===== src/rtl/duty_ratio_bcd_if.sv =====
// Request/result bundle between the duty-cycle counters, the ratio stage and the display scanner.
interface duty_ratio_bcd_if #(
  parameter int W = 10
);
  logic         start;
  logic [W-1:0] tH;
  logic [W-1:0] T;
  logic         busy;
  logic         done;
  logic [3:0]   q4;
  logic [3:0]   q3;
  logic [3:0]   q2;
  logic [3:0]   q1;
  logic         err;
  logic         ovf;

  modport master (output start, tH, T, input busy, done, q4, q3, q2, q1, err, ovf);
  modport slave  (input start, tH, T, output busy, done, q4, q3, q2, q1, err, ovf);
endinterface


===== src/rtl/duty_ratio_bcd.sv =====
// Duty cycle in per-mille (tH*1000/T) by a 2*W-step restoring divider, then 10-step double-dabble to BCD.
// Define DUTY_ROUND_EN to round the result half-up instead of truncating it.
module duty_ratio_bcd #(
  parameter int W = 10
) (
  input  logic            clk,
  input  logic            clr,
  duty_ratio_bcd_if.slave bus
);

  localparam int PW    = W + 10;
  localparam int N_DIV = 2 * W;
  localparam int CW    = $clog2(((N_DIV > 10) ? N_DIV : 10) + 1);
  localparam logic [CW-1:0] DIV_LAST = CW'(N_DIV - 1);
  localparam logic [CW-1:0] BCD_LAST = CW'(9);

  typedef enum logic [2:0] {S_IDLE, S_LOAD, S_DIV, S_BCD, S_OUT} state_e;

  state_e        state_q, state_d;
  logic [W-1:0]  th_q, th_d;
  logic [W-1:0]  t_q, t_d;
  logic [PW-1:0] dvd_q, dvd_d;
  logic [PW-1:0] quo_q, quo_d;
  logic [W:0]    rem_q, rem_d;
  logic [CW-1:0] cnt_q, cnt_d;
  logic          err_n_q, err_n_d;
  logic          ovf_n_q, ovf_n_d;
  logic [25:0]   dd_q, dd_d;
  logic [15:0]   dig_q, dig_d;
  logic          err_q, err_d;
  logic          ovf_q, ovf_d;
  logic          done_q, done_d;

  logic [PW-1:0] th_ext;
  logic [PW-1:0] prod;
  logic [W+1:0]  rem_sh;
  logic [W:0]    rem_sub;
  logic          fits;
  logic [PW-1:0] quo_nx;
  logic [9:0]    bin_sel;
  logic [25:0]   dd_adj;

  always_comb begin
    // NOTE: every signal written here gets a default first so no path can leave it unassigned and infer a latch.
    state_d = state_q;
    th_d    = th_q;
    t_d     = t_q;
    dvd_d   = dvd_q;
    quo_d   = quo_q;
    rem_d   = rem_q;
    cnt_d   = cnt_q;
    err_n_d = err_n_q;
    ovf_n_d = ovf_n_q;
    dd_d    = dd_q;
    dig_d   = dig_q;
    err_d   = err_q;
    ovf_d   = ovf_q;
    done_d  = 1'b0;

    // tH*1000 built from shifts: 1024 - 16 - 8.
    th_ext = PW'(th_q);
    prod   = (th_ext << 10) - (th_ext << 4) - (th_ext << 3);
`ifdef DUTY_ROUND_EN
    prod   = prod + PW'(t_q >> 1);
`endif

    rem_sh  = {rem_q, dvd_q[PW-1]};
    fits    = rem_sh >= (W+2)'(t_q);
    rem_sub = rem_sh[W:0] - {1'b0, t_q};
    quo_nx  = {quo_q[PW-2:0], fits};

    // Divide-by-zero wins over the clamp; the raw quotient is meaningless in both cases.
    if (err_n_q)      bin_sel = 10'd0;
    else if (ovf_n_q) bin_sel = 10'd1000;
    else              bin_sel = quo_nx[9:0];

    dd_adj = dd_q;
    for (int i = 0; i < 4; i++) begin
      if (dd_adj[10+4*i +: 4] >= 4'd5) dd_adj[10+4*i +: 4] = dd_adj[10+4*i +: 4] + 4'd3;
    end

    case (state_q)
      S_IDLE: begin
        if (bus.start) begin
          th_d    = bus.tH;
          t_d     = bus.T;
          state_d = S_LOAD;
        end
      end
      S_LOAD: begin
        dvd_d   = prod;
        quo_d   = '0;
        rem_d   = '0;
        cnt_d   = '0;
        err_n_d = (t_q == '0);
        ovf_n_d = (t_q != '0) && (th_q > t_q);
        state_d = S_DIV;
      end
      S_DIV: begin
        dvd_d = {dvd_q[PW-2:0], 1'b0};
        rem_d = fits ? rem_sub : rem_sh[W:0];
        quo_d = quo_nx;
        cnt_d = cnt_q + 1'b1;
        if (cnt_q == DIV_LAST) begin
          cnt_d   = '0;
          dd_d    = {16'd0, bin_sel};
          state_d = S_BCD;
        end
      end
      S_BCD: begin
        dd_d  = dd_adj << 1;
        cnt_d = cnt_q + 1'b1;
        if (cnt_q == BCD_LAST) begin
          cnt_d   = '0;
          state_d = S_OUT;
        end
      end
      S_OUT: begin
        dig_d   = dd_q[25:10];
        err_d   = err_n_q;
        ovf_d   = ovf_n_q;
        done_d  = 1'b1;
        state_d = S_IDLE;
      end
      default: state_d = S_IDLE;
    endcase
  end

  // NOTE: state registers use non-blocking assignment so every flop samples the pre-edge value of its peers.
  always_ff @(posedge clk or negedge clr) begin
    if (!clr) begin
      state_q <= S_IDLE;
      th_q    <= '0;
      t_q     <= '0;
      dvd_q   <= '0;
      quo_q   <= '0;
      rem_q   <= '0;
      cnt_q   <= '0;
      err_n_q <= 1'b0;
      ovf_n_q <= 1'b0;
      dd_q    <= '0;
      dig_q   <= '0;
      err_q   <= 1'b0;
      ovf_q   <= 1'b0;
      done_q  <= 1'b0;
    end else begin
      state_q <= state_d;
      th_q    <= th_d;
      t_q     <= t_d;
      dvd_q   <= dvd_d;
      quo_q   <= quo_d;
      rem_q   <= rem_d;
      cnt_q   <= cnt_d;
      err_n_q <= err_n_d;
      ovf_n_q <= ovf_n_d;
      dd_q    <= dd_d;
      dig_q   <= dig_d;
      err_q   <= err_d;
      ovf_q   <= ovf_d;
      done_q  <= done_d;
    end
  end

  assign bus.busy = (state_q != S_IDLE);
  assign bus.done = done_q;
  assign bus.q4   = dig_q[15:12];
  assign bus.q3   = dig_q[11:8];
  assign bus.q2   = dig_q[7:4];
  assign bus.q1   = dig_q[3:0];
  assign bus.err  = err_q;
  assign bus.ovf  = ovf_q;

endmodule


===== src/flat_wrapper.sv =====
// flat-port wrapper written by rule: the top's interface ports become plain ports
module duty_ratio_bcd_flat 
#(
  parameter int W = 10
)
  (clk, clr, bus_start, bus_tH, bus_T, bus_busy, bus_done, bus_q4, bus_q3, bus_q2, bus_q1, bus_err, bus_ovf);
  duty_ratio_bcd_if #(.W(W)) bus_i ();
  input  logic clk;
  input  logic clr;
  input wire logic [$bits(bus_i.start)-1:0] bus_start;
  input wire logic [$bits(bus_i.tH)-1:0] bus_tH;
  input wire logic [$bits(bus_i.T)-1:0] bus_T;
  output wire logic [$bits(bus_i.busy)-1:0] bus_busy;
  output wire logic [$bits(bus_i.done)-1:0] bus_done;
  output wire logic [$bits(bus_i.q4)-1:0] bus_q4;
  output wire logic [$bits(bus_i.q3)-1:0] bus_q3;
  output wire logic [$bits(bus_i.q2)-1:0] bus_q2;
  output wire logic [$bits(bus_i.q1)-1:0] bus_q1;
  output wire logic [$bits(bus_i.err)-1:0] bus_err;
  output wire logic [$bits(bus_i.ovf)-1:0] bus_ovf;
  assign bus_i.start = bus_start;
  assign bus_i.tH = bus_tH;
  assign bus_i.T = bus_T;
  assign bus_busy = bus_i.busy;
  assign bus_done = bus_i.done;
  assign bus_q4 = bus_i.q4;
  assign bus_q3 = bus_i.q3;
  assign bus_q2 = bus_i.q2;
  assign bus_q1 = bus_i.q1;
  assign bus_err = bus_i.err;
  assign bus_ovf = bus_i.ovf;
  duty_ratio_bcd #(.W(W)) u_core (.clk(clk), .clr(clr), .bus(bus_i));
endmodule

===== config.mk =====
export PLATFORM = sky130hd
export DESIGN_NAME = duty_ratio_bcd_flat
export DESIGN_NICKNAME = d
export VERILOG_FILES = /design/src/rtl/duty_ratio_bcd_if.sv /design/src/rtl/duty_ratio_bcd.sv /design/src/flat_wrapper.sv
export SDC_FILE = /design/constraint.sdc
export NUM_CORES = 1
export LEC_CHECK = 0
export ABC_AREA = 1
export CAP_MARGIN = 20
export CORE_MARGIN = 2
export CORE_UTILIZATION = 50
export CTS_CLUSTER_DIAMETER = 60
export DETAILED_ROUTE_END_ITERATION = 7
export PLACE_DENSITY = 0.69
export SETUP_SLACK_MARGIN = 0.5
export SLEW_MARGIN = 20
export SYNTH_ARGS = -nofsm -noshare
export SYNTH_HDL_FRONTEND = slang
export SYNTH_SLANG_ARGS = --single-unit

===== constraint.sdc =====
create_clock -name clk -period 2.2 [get_ports clk]
set_input_delay 0.44 -clock clk [delete_from_list [all_inputs] [get_ports clk]]
set_output_delay 0.44 -clock clk [all_outputs]
set_load 0.1 [all_outputs]

* After elaboration in Yosys (flattened, before gate mapping) *
Index checks and enable logic that the tools add are counted.
Widths: inputs -> output; s select.

cells by class
  add/sub/neg operators = 8
  $mul = 0
  div/mod/pow operators = 0
  magnitude comparators = 6
  equality and inequality tests = 9
  shifts and indexed selects = 0
  muxes and demuxes = 20
  bitwise operators = 0
  reductions and logical operators = 11

operators by type and width
  operator             number
  $pmux 26 s2          1
  $pmux 20 s2          1
  $mux 26              1
  $pmux 11 s2          1
  $mux 10              2
  $sub 20x13->20       1
  $sub 20x14->20       1
  $pmux 9 s2           1
  $ge 4x3->1 const B   4
  $pmux 5 s3           1
  $add 4x2->4 const B  3
  $ge 12x10->1         1
  $mux 3               4
  $mux 4               3
  $pmux 3 s4           1
  $mux 11              1
  $sub 11x10->11       1
  $gt 10x10->1         1
  $logic_not 10->1     1
  $mux 5               2
  $reduce_bool 10->1   1
  $eq 3x2->1 const B   2
  $reduce_bool 3->1    2
  $add 5x1->5 const B  1
  13 further kinds     16

word-level totals
  register bits after elaboration = 115
  bits in latches = 0
  memory bits (writable) = 0
  ROM bits = 0
  word-level logic and storage cells = 68
  memories kept = 0

* Depth between registers and ports, before layout *
Gate-level depths: netlist of the first run.

  word-level depth = 5
  mapped depth = 14
  depth with buffers taken out = 14

* Least setup slack after synthesis of the first run *
Ideal clock, no wire load.

  kind = reg2reg
  start = register u_core.th_q[7]
  end = register u_core.dvd_q[15]
  library setup time = 0.117 ns
  arrival = 2.064 ns
  data required time = 2.083 ns
  path slack = 0.019 ns
  stages on the path, launching flop included = 12
  clock period less this slack = 2.181 ns
  cell sequence = dfrtp_1 > inv_1 > fa_1 > ha_1 > nand2_1 > inv_1 > nand2_1 > or2_2 > nand3_1 > nand2_1 > nand3_1 > nand2_1

on the way
  word-level cells in the longest chain between the ends = 3

RTL lines
  what                    line                   RTL
  from (decl)             duty_ratio_bcd.sv:20   logic [W-1:0] th_q, th_d;
  from (signal assigned)  duty_ratio_bcd.sv:148  th_q <= th_d;
  $sub 20x14->20          duty_ratio_bcd.sv:62   prod = (th_ext << 10) - (th_ext << 4) - (th_ext << 3);
  $sub 20x13->20 (*)      duty_ratio_bcd.sv:62
  $pmux 20 s2 (*)         duty_ratio_bcd.sv:82   case (state_q)
  to (signal assigned)    duty_ratio_bcd.sv:150  dvd_q <= dvd_d;
  to (decl)               duty_ratio_bcd.sv:22   logic [PW-1:0] dvd_q, dvd_d;

Every way passes the cells marked *; elsewhere a longest branch is shown, timed or not.
A chain may end at the register's enable or synchronous reset.

* Worst setup path in the final report of the first run *
  start = register u_core.th_q[8]
  end = register u_core.dvd_q[18]

The elaborated chain is that of the path after synthesis.

==> impl_metrics.ini, run 1 <==
[detailed_routing]
drc = 0
drt_iter0_drc = 435
finalWirelength_um = 18520
drt-wirelength-per-cell_um = 15.89
postRouteAntennaNets = 0
dr.pass1.iters = 7
viasPerCell = 5.452
vias = 6352

[sta]
setup_viol = 0
finalHoldViolCount = 0
slew_viol_final = 0
finClkSkew_ns = 0.01117
finalCritPeriodShare_pct = 97.91
worstMarginPinSlew_ns = 0.4238
period_minus_slack_ns = 2.154
slew_headroom_pct = 71.74
finalWorstSetupSlack_ns = 0.04604
rsz0062_at_grt = true
max_clock_freq_mhz = 464.3

[yosys]
ys_warn_count = 0
synth_async_sr_flop_share_pct = 100.0
synthDistinctLibCells = 45
synth_area_um2 = 6907
netlist_instances = 874
synth_ff_type = dfrtp_1
synth_edf_count = 0
synth_nets = 955
ys_ff_latch = 112
syn_avg_cell_area_um2 = 7.902
yosysSeqAreaShare_pct = 40.58

[place]
hpwl_um = 13060
dp_slack_ns = 0.01386
portBuffers = 42
dp.cells = 1112
gp_congestion = 0.9169

[critical_path]
crit_path_start_kind = flop
required_ns = 2.44
critPathCaptureType = flop
crit_fanout = 4
crit_type = flop to flop
cp.arrival_ns = 2.40

[grt]
grt_pass1_vias = 6278
grt_pass1_wl_um = 29680
overflow = 0
grt_max_degree = 40
antenna_found_initial = 0
grt_usage_pct = 25.32

[floorplanning]
coreArea_um2 = 13350
io_pins = 43
rows = 42
initial_core_util_pct = 51.74
die_w_um = 121.5
die_area_um2 = 14770
die_h_um = 121.5

[finish]
layout_commonest_cell = nand2_1
layout_common_cells = nand2_1, inv_1, dfrtp_1
layout.cells.non_filler = 1165
antenna_cells = 0
syn_to_final_growth_pct = 33.37
final_nets = 1065
drive_gt1_share_pct = 28.01

[clock_tree]
cts-root-buf = clkbuf_16
cts.sink_count = 112
clk_latency_ns = 0.37
cts_tree = yes
numCtsBuffers = 9
htree_num_levels = 3
cts.reportedPaths.clkPinSlew_ns = 0.07
clockBufferDepth = 2

[run_status]
status = completed

[job]
maxCapViolations = 0

[hold_path]
min_path_type = flop to flop
synth_stat cells (5+ instances only):
cell type	n	area (um^2)
a21oi_1	62	310.3
buf_2	9	45.04
clkbuf_1	6	22.52
dfrtp_1	112	2803
ha_1	54	675.7
inv_1	125	469.2
inv_2	8	30.03
nand2_1	201	754.5
nand2_2	13	81.33
nand3_1	48	240.2
nand3_2	9	90.09
nand4_1	14	87.58
nor2_1	61	229.0
nor3_1	5	25.02
o21ai_0	55	275.3
o21bai_1	6	45.04
o22ai_1	22	137.6
xnor2_1	9	78.83
xor2_1	5	43.79
worst paths after layout:
path | from | end | slack, ns | depth (start not counted)
worst max register to register | u_core.th_q[8] | u_core.dvd_q[18] | 0.05 | 10
worst min-delay path | u_core.dvd_q[5] | u_core.dvd_q[5] | 0.48 | 2
worst min register to register | u_core.dvd_q[5] | u_core.dvd_q[5] | 0.48 | 2
worst max-delay path | u_core.th_q[8] | u_core.dvd_q[18] | 0.05 | 10
max in group asynchronous | clr | u_core.dig_q[4] | 0.96 | 3
min in group asynchronous | clr | u_core.t_q[2] | 0.51 | 2
timing repair:
item	in CTS	in global routing
hold buffers	1	0
resized for setup	73	75
gates cloned	0	1
setup buffers	24	11
endpoints found under the setup margin	46	53
pin swaps	34	46
hold endpoints to repair	17	0
critical path, cell delays in order, from the launching register on:
cell and delay (ns):
dfrtp_1 0.39, inv_2 0.11, fa_2 0.48, ha_4 0.33, nand2_4 0.06, nor4_2 0.27, nand2_1 0.12, nand2_1 0.07
nand2_1 0.05, nand3_1 0.09, nand2_1 0.06
kinds of logic (layout without fill, tap and decap cells):
kind of cell / after synthesis / count (layout) / synth area share (%)
DFF: 112 / 112 / 40.58
adders and majority gates: 58 / 58 / 10.94
AOI/OAI and AO/OA: 171 / 171 / 14.09
and+or+nand+nor: 365 / 365 / 23.64
buffers and inverters: 153 / 268 / 8.804
xor gates and xnor gates: 14 / 14 / 1.775
muxes: 1 / 1 / 0.1630
stage by stage:
stage	cell area, um^2	TNS (ns)	utilization, %	hold slack (ns)
6_report	9211	0	69.01	0.4841
5_1_grt	9211	-0.2234	69.01	0.5151
4_1_cts	8812	0	66.02	0.4882
3_5_place_dp	7971	0	59.72	0.3421
3_3_place_gp	7971	0	59.72	0.3392
2_1_floorplan	7158	0	-	0.1444
metal layers:
layer  up-vias  GRT usage [%]  wire length, um
li1       3084              -                -
met1      3048          31.69             7679
met2       192          45.26             9551
met3        28          4.494              966
met4         0          6.609              319
met5         -              0                0
area by class of cell:
class	count	area, um^2
clock inverters	7	98.84
repair buffers	119	1089
well taps	176	220.2
fillers	1061	4136
inverters	133	536.8
multi-input cells	609	4233
flip-flops and latches	112	2809
clock buffers	9	225.2
registers in the layout, summed over array words and instances (netlist names):
| register | flops |
|---|---|
| u_core.rem_q | 11 |
| u_core.err_n_q | 1 |
| u_core.t_q | 10 |
| u_core.state_q | 3 |
| u_core.dd_q | 26 |
| u_core.th_q | 10 |
| u_core.dig_q | 16 |
| u_core.ovf_n_q | 1 |
| u_core.bus.ovf | 1 |
| u_core.dvd_q | 17 |
| u_core.cnt_q | 5 |
| u_core.bus.done | 1 |
| u_core.bus.err | 1 |
| u_core.quo_q | 9 |
Power of run 1 is left out: the tool's default activity adds up to more than one toggle a clock period on the data nets, which glitch-free logic cannot reach.
==> run 2, diff against run 1 <==
- ABC_AREA: 1 -> default
- MAX_ROUTING_LAYER: default -> met4
==> impl_metrics.ini, run 2 <==
[run_status]
status = complete, but fails checks
violations = setup timing

[critical_path]
worst-path-stages = 9
cp.arrival_ns = 2.74
crit_type = flop to flop
required_ns = 2.46
crit_fanout = 5
worstSetupStartpoint = u_core.th_q[0]
reg2reg_depth = 9
rr_endpoint = u_core.dvd_q[15]
rrSetupSlack_ns = -0.28
critPathSlowestCell = fa_1
crit_path_start_kind = flop
cp_slowest_stage_delay_ns = 0.59
critPathCapture = u_core.dvd_q[15]
path_cells = fa_1, ha_4, a21o_1, nand2_1, o21ai_2, a311oi_2, o211ai_1, xnor2_1, a221oi_1
cpLargestDelayFamily = compound AO/OA/AOI/OAI gates
critPathCaptureType = flop
critPathBufInv = 0
timing.rr.start = u_core.th_q[0]

[yosys]
ys_top_cells_by_area = dfrtp_1, ha_1, o21ai_0
ys_ff_latch = 112
synthDistinctLibCells = 63
ys_warn_count = 0
synth_top_area_share_pct = 42.30
synth_area_um2 = 6626
syn_avg_cell_area_um2 = 9.399
synth_top_area_cell = dfrtp_1
synth_ff_type = dfrtp_1
synth_edf_count = 0
yosysMostFrequentCell = dfrtp_1
synth_async_sr_flop_share_pct = 100.0
yosysSeqAreaShare_pct = 42.30
synth_nets = 786
synth_common_cells = dfrtp_1, nand2_1, o21ai_0, ha_1, nor2_1
netlist_instances = 705

[sta]
holdWs_ns = 0.1496
finalHoldViolCount = 0
worstMarginPinSlew_ns = 0.5983
slew_viol_final = 0
finalCritPeriodShare_pct = 112.9
period_minus_slack_ns = 2.485
setup_viol = 11
finalSetupTns_ns = -1.469
finalWorstSetupSlack_ns = -0.2846
max_clock_freq_mhz = 402.5
rsz0062_at_grt = true
slew_headroom_pct = 60.11
finClkSkew_ns = 0.01102

[detailed_routing]
drt_iter0_drc = 533
finalWirelength_um = 17470
vias = 5894
drc = 0
dr.pass1.iters = 5
viasPerCell = 5.790
drt-wirelength-per-cell_um = 17.16
postRouteAntennaNets = 0

[place]
dp.cells = 962
gp_congestion = 0.8950
hpwl_um = 11240
portBuffers = 42

[clock_tree]
clockBufferDepth = 2
ctsHoldBuffers = 0
clk_latency_ns = 0.36
numCtsBuffers = 9
htree_num_levels = 3
cts_tree = yes
cts.reportedPaths.clkPinSlew_ns = 0.08
cts.sink_count = 112
cts-root-buf = clkbuf_16

[finish]
postLayoutCoreUtil_pct = 69.81
final_nets = 918
antenna_cells = 0
largest_reg_flops = 26
largest_registers = u_core.dd_q (26), u_core.dvd_q (17), u_core.dig_q (16)
drive_gt1_share_pct = 35.15
regMostFlops = u_core.dd_q
layout_common_cells = buf_4, dfrtp_1, nand2_1
syn_to_final_growth_pct = 37.86
layout.cells.non_filler = 1018

[grt]
antenna_found_initial = 0
grt_pass1_vias = 5836
overflow = 0
grt_max_degree = 113
grt_pass1_wl_um = 28030
grt_usage_pct = 25.10

[floorplanning]
die_w_um = 119.1
die_area_um2 = 14190
rows = 42
initial_core_util_pct = 50.64
coreArea_um2 = 13090
io_pins = 43
die_h_um = 119.1

[job]
maxCapViolations = 0

[hold_path]
min_path_type = input pin to asynchronous set/reset pin
-- run 2: cell types whose count changed in the layout (fill, tap and decap cells not counted), sizes merged, moves of 9 or more --
cell,before,now
a31oi,0,9
buf,96,133
o22ai,22,6
mux2,1,19
nand2,215,82
o31ai,0,10
o21ai,60,87
a22o,0,15
a21oi,64,40
nand4,15,5
inv,134,46
nor2,63,43
nand2b,0,10
nand3,57,15
-- run 2: repair_timing --
item / 4_1_cts / 5_1_grt
setup endpoints to repair: 69 / 89
resized for setup: 68 / 68
cloned: 2 / 0
buffers inserted: 20 / 18
pin swaps: 25 / 36
-- run 2: per-layer routing --
layer	GRT usage (%)	vias to the layer above	part of all wire [%]
li1	-	2767	-
met1	31.48	2902	43
met2	41.52	186	50
met3	3.592	39	4.2
met4	9.301	0	2.7
met5	-	-	0
-- run 2: per-stage QoR --
stage | setup WS (ns) | instance area, um^2
2_1_floorplan | -0.1789 | 6865
3_3_place_gp | -0.2223 | 7881
3_5_place_dp | -0.3011 | 7881
4_1_cts | -0.2365 | 8697
5_1_grt | -0.3470 | 9135
6_report | -0.2846 | 9135
-- run 2: cell type report --
| type | instances | area [um^2] |
|---|---|---|
| fill | 931 | 3950 |
| sequential | 112 | 2810 |
| inverter | 43 | 183.9 |
| timing repair buffer | 155 | 1424 |
| clock buffer | 10 | 229.0 |
| clock inverter | 6 | 75.07 |
| multi-input combinational | 516 | 4193 |
| tap | 176 | 220.2 |
-- run 2: worst min-delay path by stage --
stage                   startpoint               to  slack (ns)  depth (start not counted)
finish                         clr  u_core.dig_q[2]        0.15                          2
floorplan                      clr  u_core.bus.done        0.14                          0
detailed placement  u_core.dd_q[6]   u_core.dd_q[6]        0.48                          2
global route                   clr  u_core.dd_q[12]        0.21                          2
global placement    u_core.dd_q[0]   u_core.dd_q[0]        0.46                          2
CTS                            clr  u_core.dig_q[2]        0.19                          2
-- run 2: logic make-up after synthesis --
family / count (synthesis) / synth area share (%)
compound gates: 216 / 20.88
mux: 22 / 3.682
buf+inv: 77 / 4.890
simple gates: 195 / 13.54
xor+xnor: 25 / 3.304
fa+ha+maj: 58 / 11.40
flops: 112 / 42.30
-- run 2: worst reg2reg max path: cells and delay by family (launching register included) --
kind / cells / cell delay [ns]
XOR/XNOR: 1 / 0.15
AO/OA/AOI/OAI: 5 / 0.92
adder cells (fa/ha/maj): 2 / 0.82
flip-flops: 1 / 0.42
AND/OR/NAND/NOR: 1 / 0.09
Power of run 2 is left out for the same reason.
==> RTL change, RTL diff (config.mk and constraints of run 2) <==
The option `DUTY_ROUND_EN` is turned on by a define.
--- a/src/rtl/duty_ratio_bcd.sv
+++ b/src/rtl/duty_ratio_bcd.sv
@@ -1,5 +1,7 @@
 // Duty cycle in per-mille (tH*1000/T) by a 2*W-step restoring divider, then 10-step double-dabble to BCD.
 // Define DUTY_ROUND_EN to round the result half-up instead of truncating it.
+`define DUTY_ROUND_EN
+
 module duty_ratio_bcd #(
   parameter int W = 10
 ) (
Function: same outputs for any inputs over 10 cycles, from zero or initial values; that may be too few to reach the edited logic, so the function may still have changed.
==> RTL change against run 2 <==
  * The run still ends with negative setup slack left
  * Routed wire length grew 22%
  * Critical path depth grew 1
  * Worst setup slack lost 0.25 ns
  * Sequential cell count grew 3
  * Hold slack gained 0.33 ns
  * Synthesized cell count shrank 4.4%
  * Sequential share of layout area shrank 1.5 points
  * Non-clock buffer count grew 51
  * Final area grew 7.8%
  * Synthesized area grew 0.55%
  * Largest cell class unchanged
Power is left out: the tool's default activity adds up to more than one toggle a clock period on the data nets, which glitch-free logic cannot reach.
==> RTL change: results (changes against run 2) <==
* Hold Crit Class: primary input to async pin (unchanged)
* Syn_nets at 757 (was 786)
* N_diodes at 0 (unchanged)
* Post-synthesis mux area share at 0.0518 (was 0.0368)
* Vias in the first global route at 6203 (was 5836)
* Depth of the CTS H-tree at 4 (was 3)
* Commonest cells post-synth: dfrtp_1, nand2_1, o21ai_0 (unchanged)
* Buffers on Ports at 42 (unchanged)
* Iteration count of the initial detailed-routing pass at 5 (unchanged)
* Ys async rst share at 1.00 (unchanged)
* Top cells by area, synth: dfrtp_1, ha_1, o21ai_0 (unchanged)
* Final Wtd Congestion at 0.928 (was 0.895)
* Final setup fails at 25 (was 11)
* Fraction of layout cells with a size suffix above 1 at 0.374 (was 0.352)
* Largest regs: u_core.dd_q (26), u_core.dvd_q (20), u_core.dig_q (16) (was u_core.dd_q (26), u_core.dvd_q (17), u_core.dig_q (16))
* Total CTS buffers at 17 (was 9)
* Skew final at 0.00878 ns (was 0.0110 ns)
* First-pass GRT wire length at 30800 um (was 28000 um)
* XOR/XNOR Fraction of Synth Area at 0.0289 (was 0.0330)
* Largest net degree at the start of global routing at 46 (was 113)
* Initial antenna violation count at 0 (unchanged)
* Final net count at 954 (was 918)
* DR vias/cell at 6.03 (was 5.79)
* Synth cell types at 60 (was 63)
* Root Buffer: clkbuf_16 (unchanged)
* WL/cell at 20.1 um (was 17.2 um)
* CTS clk-pin slew, worst paths at 0.06 ns (was 0.08 ns)
* Status: complete, but fails checks (unchanged)
* Maximum root-to-sink buffer count at 2 (unchanged)
* Arrival @ worst endpoint at 3.02 ns (was 2.74 ns)
* GRT Overall Usage at 0.283 (was 0.251)
* Placed cell area at 0.00821 mm^2 (was 0.00788 mm^2)
* Adder-cell area share of the yosys netlist at 0.123 (was 0.114)
* Starting DRT DRC Count at 650 (was 533)
* Synth Warn # at 0 (unchanged)
* Setup TNS at -7.13 ns (was -1.47 ns)
* Complex-gate fraction of the synthesized area at 0.190 (was 0.209)
* Hold Worst Slack at 0.484 ns (was 0.150 ns)
* DP HPWL at 12100 um (was 11200 um)
* Sequential share of the synthesized area at 0.432 (was 0.423)
* Largest family of logic cells by synthesized area: compound AO/OA/AOI/OAI gates (unchanged)
* Clock network latency to the later pin of the worst-skew pair at 0.42 ns (was 0.36 ns)
* Relative slew margins at 0.695 (was 0.601)
* Setup WS post-layout at -0.537 ns (was -0.285 ns)
* Crit path max fanout at 4 (was 5)
* Failing checks: negative setup slack (unchanged)
[RTL change: cell families after synthesis]
| group | Yosys count |
|---|---|
| AO/OA/AOI/OAI | 191 |
| XOR/XNOR | 22 |
| adder cells (fa/ha/maj) | 60 |
| buffers and inverters | 71 |
| flip-flops | 115 |
| multiplexers | 32 |
| AND/OR/NAND/NOR | 183 |
[RTL change: metrics by stage]
stage,worst slack [ns],std cells
2_1_floorplan,-0.263,674
5_1_grt,-0.608,1060
4_1_cts,-0.366,1029
3_3_place_gp,-0.344,974
3_5_place_dp,-0.392,974
6_report,-0.537,1060
[RTL change: routing by layer]
metal	GRT usage	routed length, um
met5	-	0
met4	0.147	1120
met1	0.338	8320
met3	0.0512	1500
met2	0.459	10400
[RTL change: final cells by class]
cell class	instances	area, um^2
Inverter	41	161
Clock inverter	9	149
Fill cell	848	3290
Multi-Input combinational cell	490	4150
Tap cell	176	220
Sequential cell	115	2880
Clock buffer	23	498
Timing Repair Buffer	206	1790
[RTL change: repair_timing]
item	CTS	global route
buffers inserted	21	28
endpoints found under the setup margin	59	81
cloned	1	3
resized for setup	62	65
hold endpoints to repair	25	0
hold buffers	1	0
pin swaps	37	24
[RTL change: final timing paths]
kind / to / cells past startpoint / from
max: u_core.dvd_q[15] / 10 / u_core.th_q[0]
min: u_core.dd_q[12] / 2 / clr
max reg2reg: u_core.dvd_q[15] / 10 / u_core.th_q[0]
min reg2reg: u_core.dvd_q[0] / 2 / u_core.dvd_q[0]
max in group asynchronous: u_core.t_q[8] / 3 / clr
min in group clk: u_core.dvd_q[0] / 2 / u_core.dvd_q[0]
[RTL change: critical path, stage by stage, from the launching register on]
cell	delay [ns]
dfrtp_1	0.37
inv_2	0.06
fa_1	0.61
ha_4	0.22
o211a_1	0.24
o21a_4	0.25
a211oi_4	0.29
buf_4	0.17
o21ai_2	0.07
xnor2_1	0.22
o21ai_0	0.11
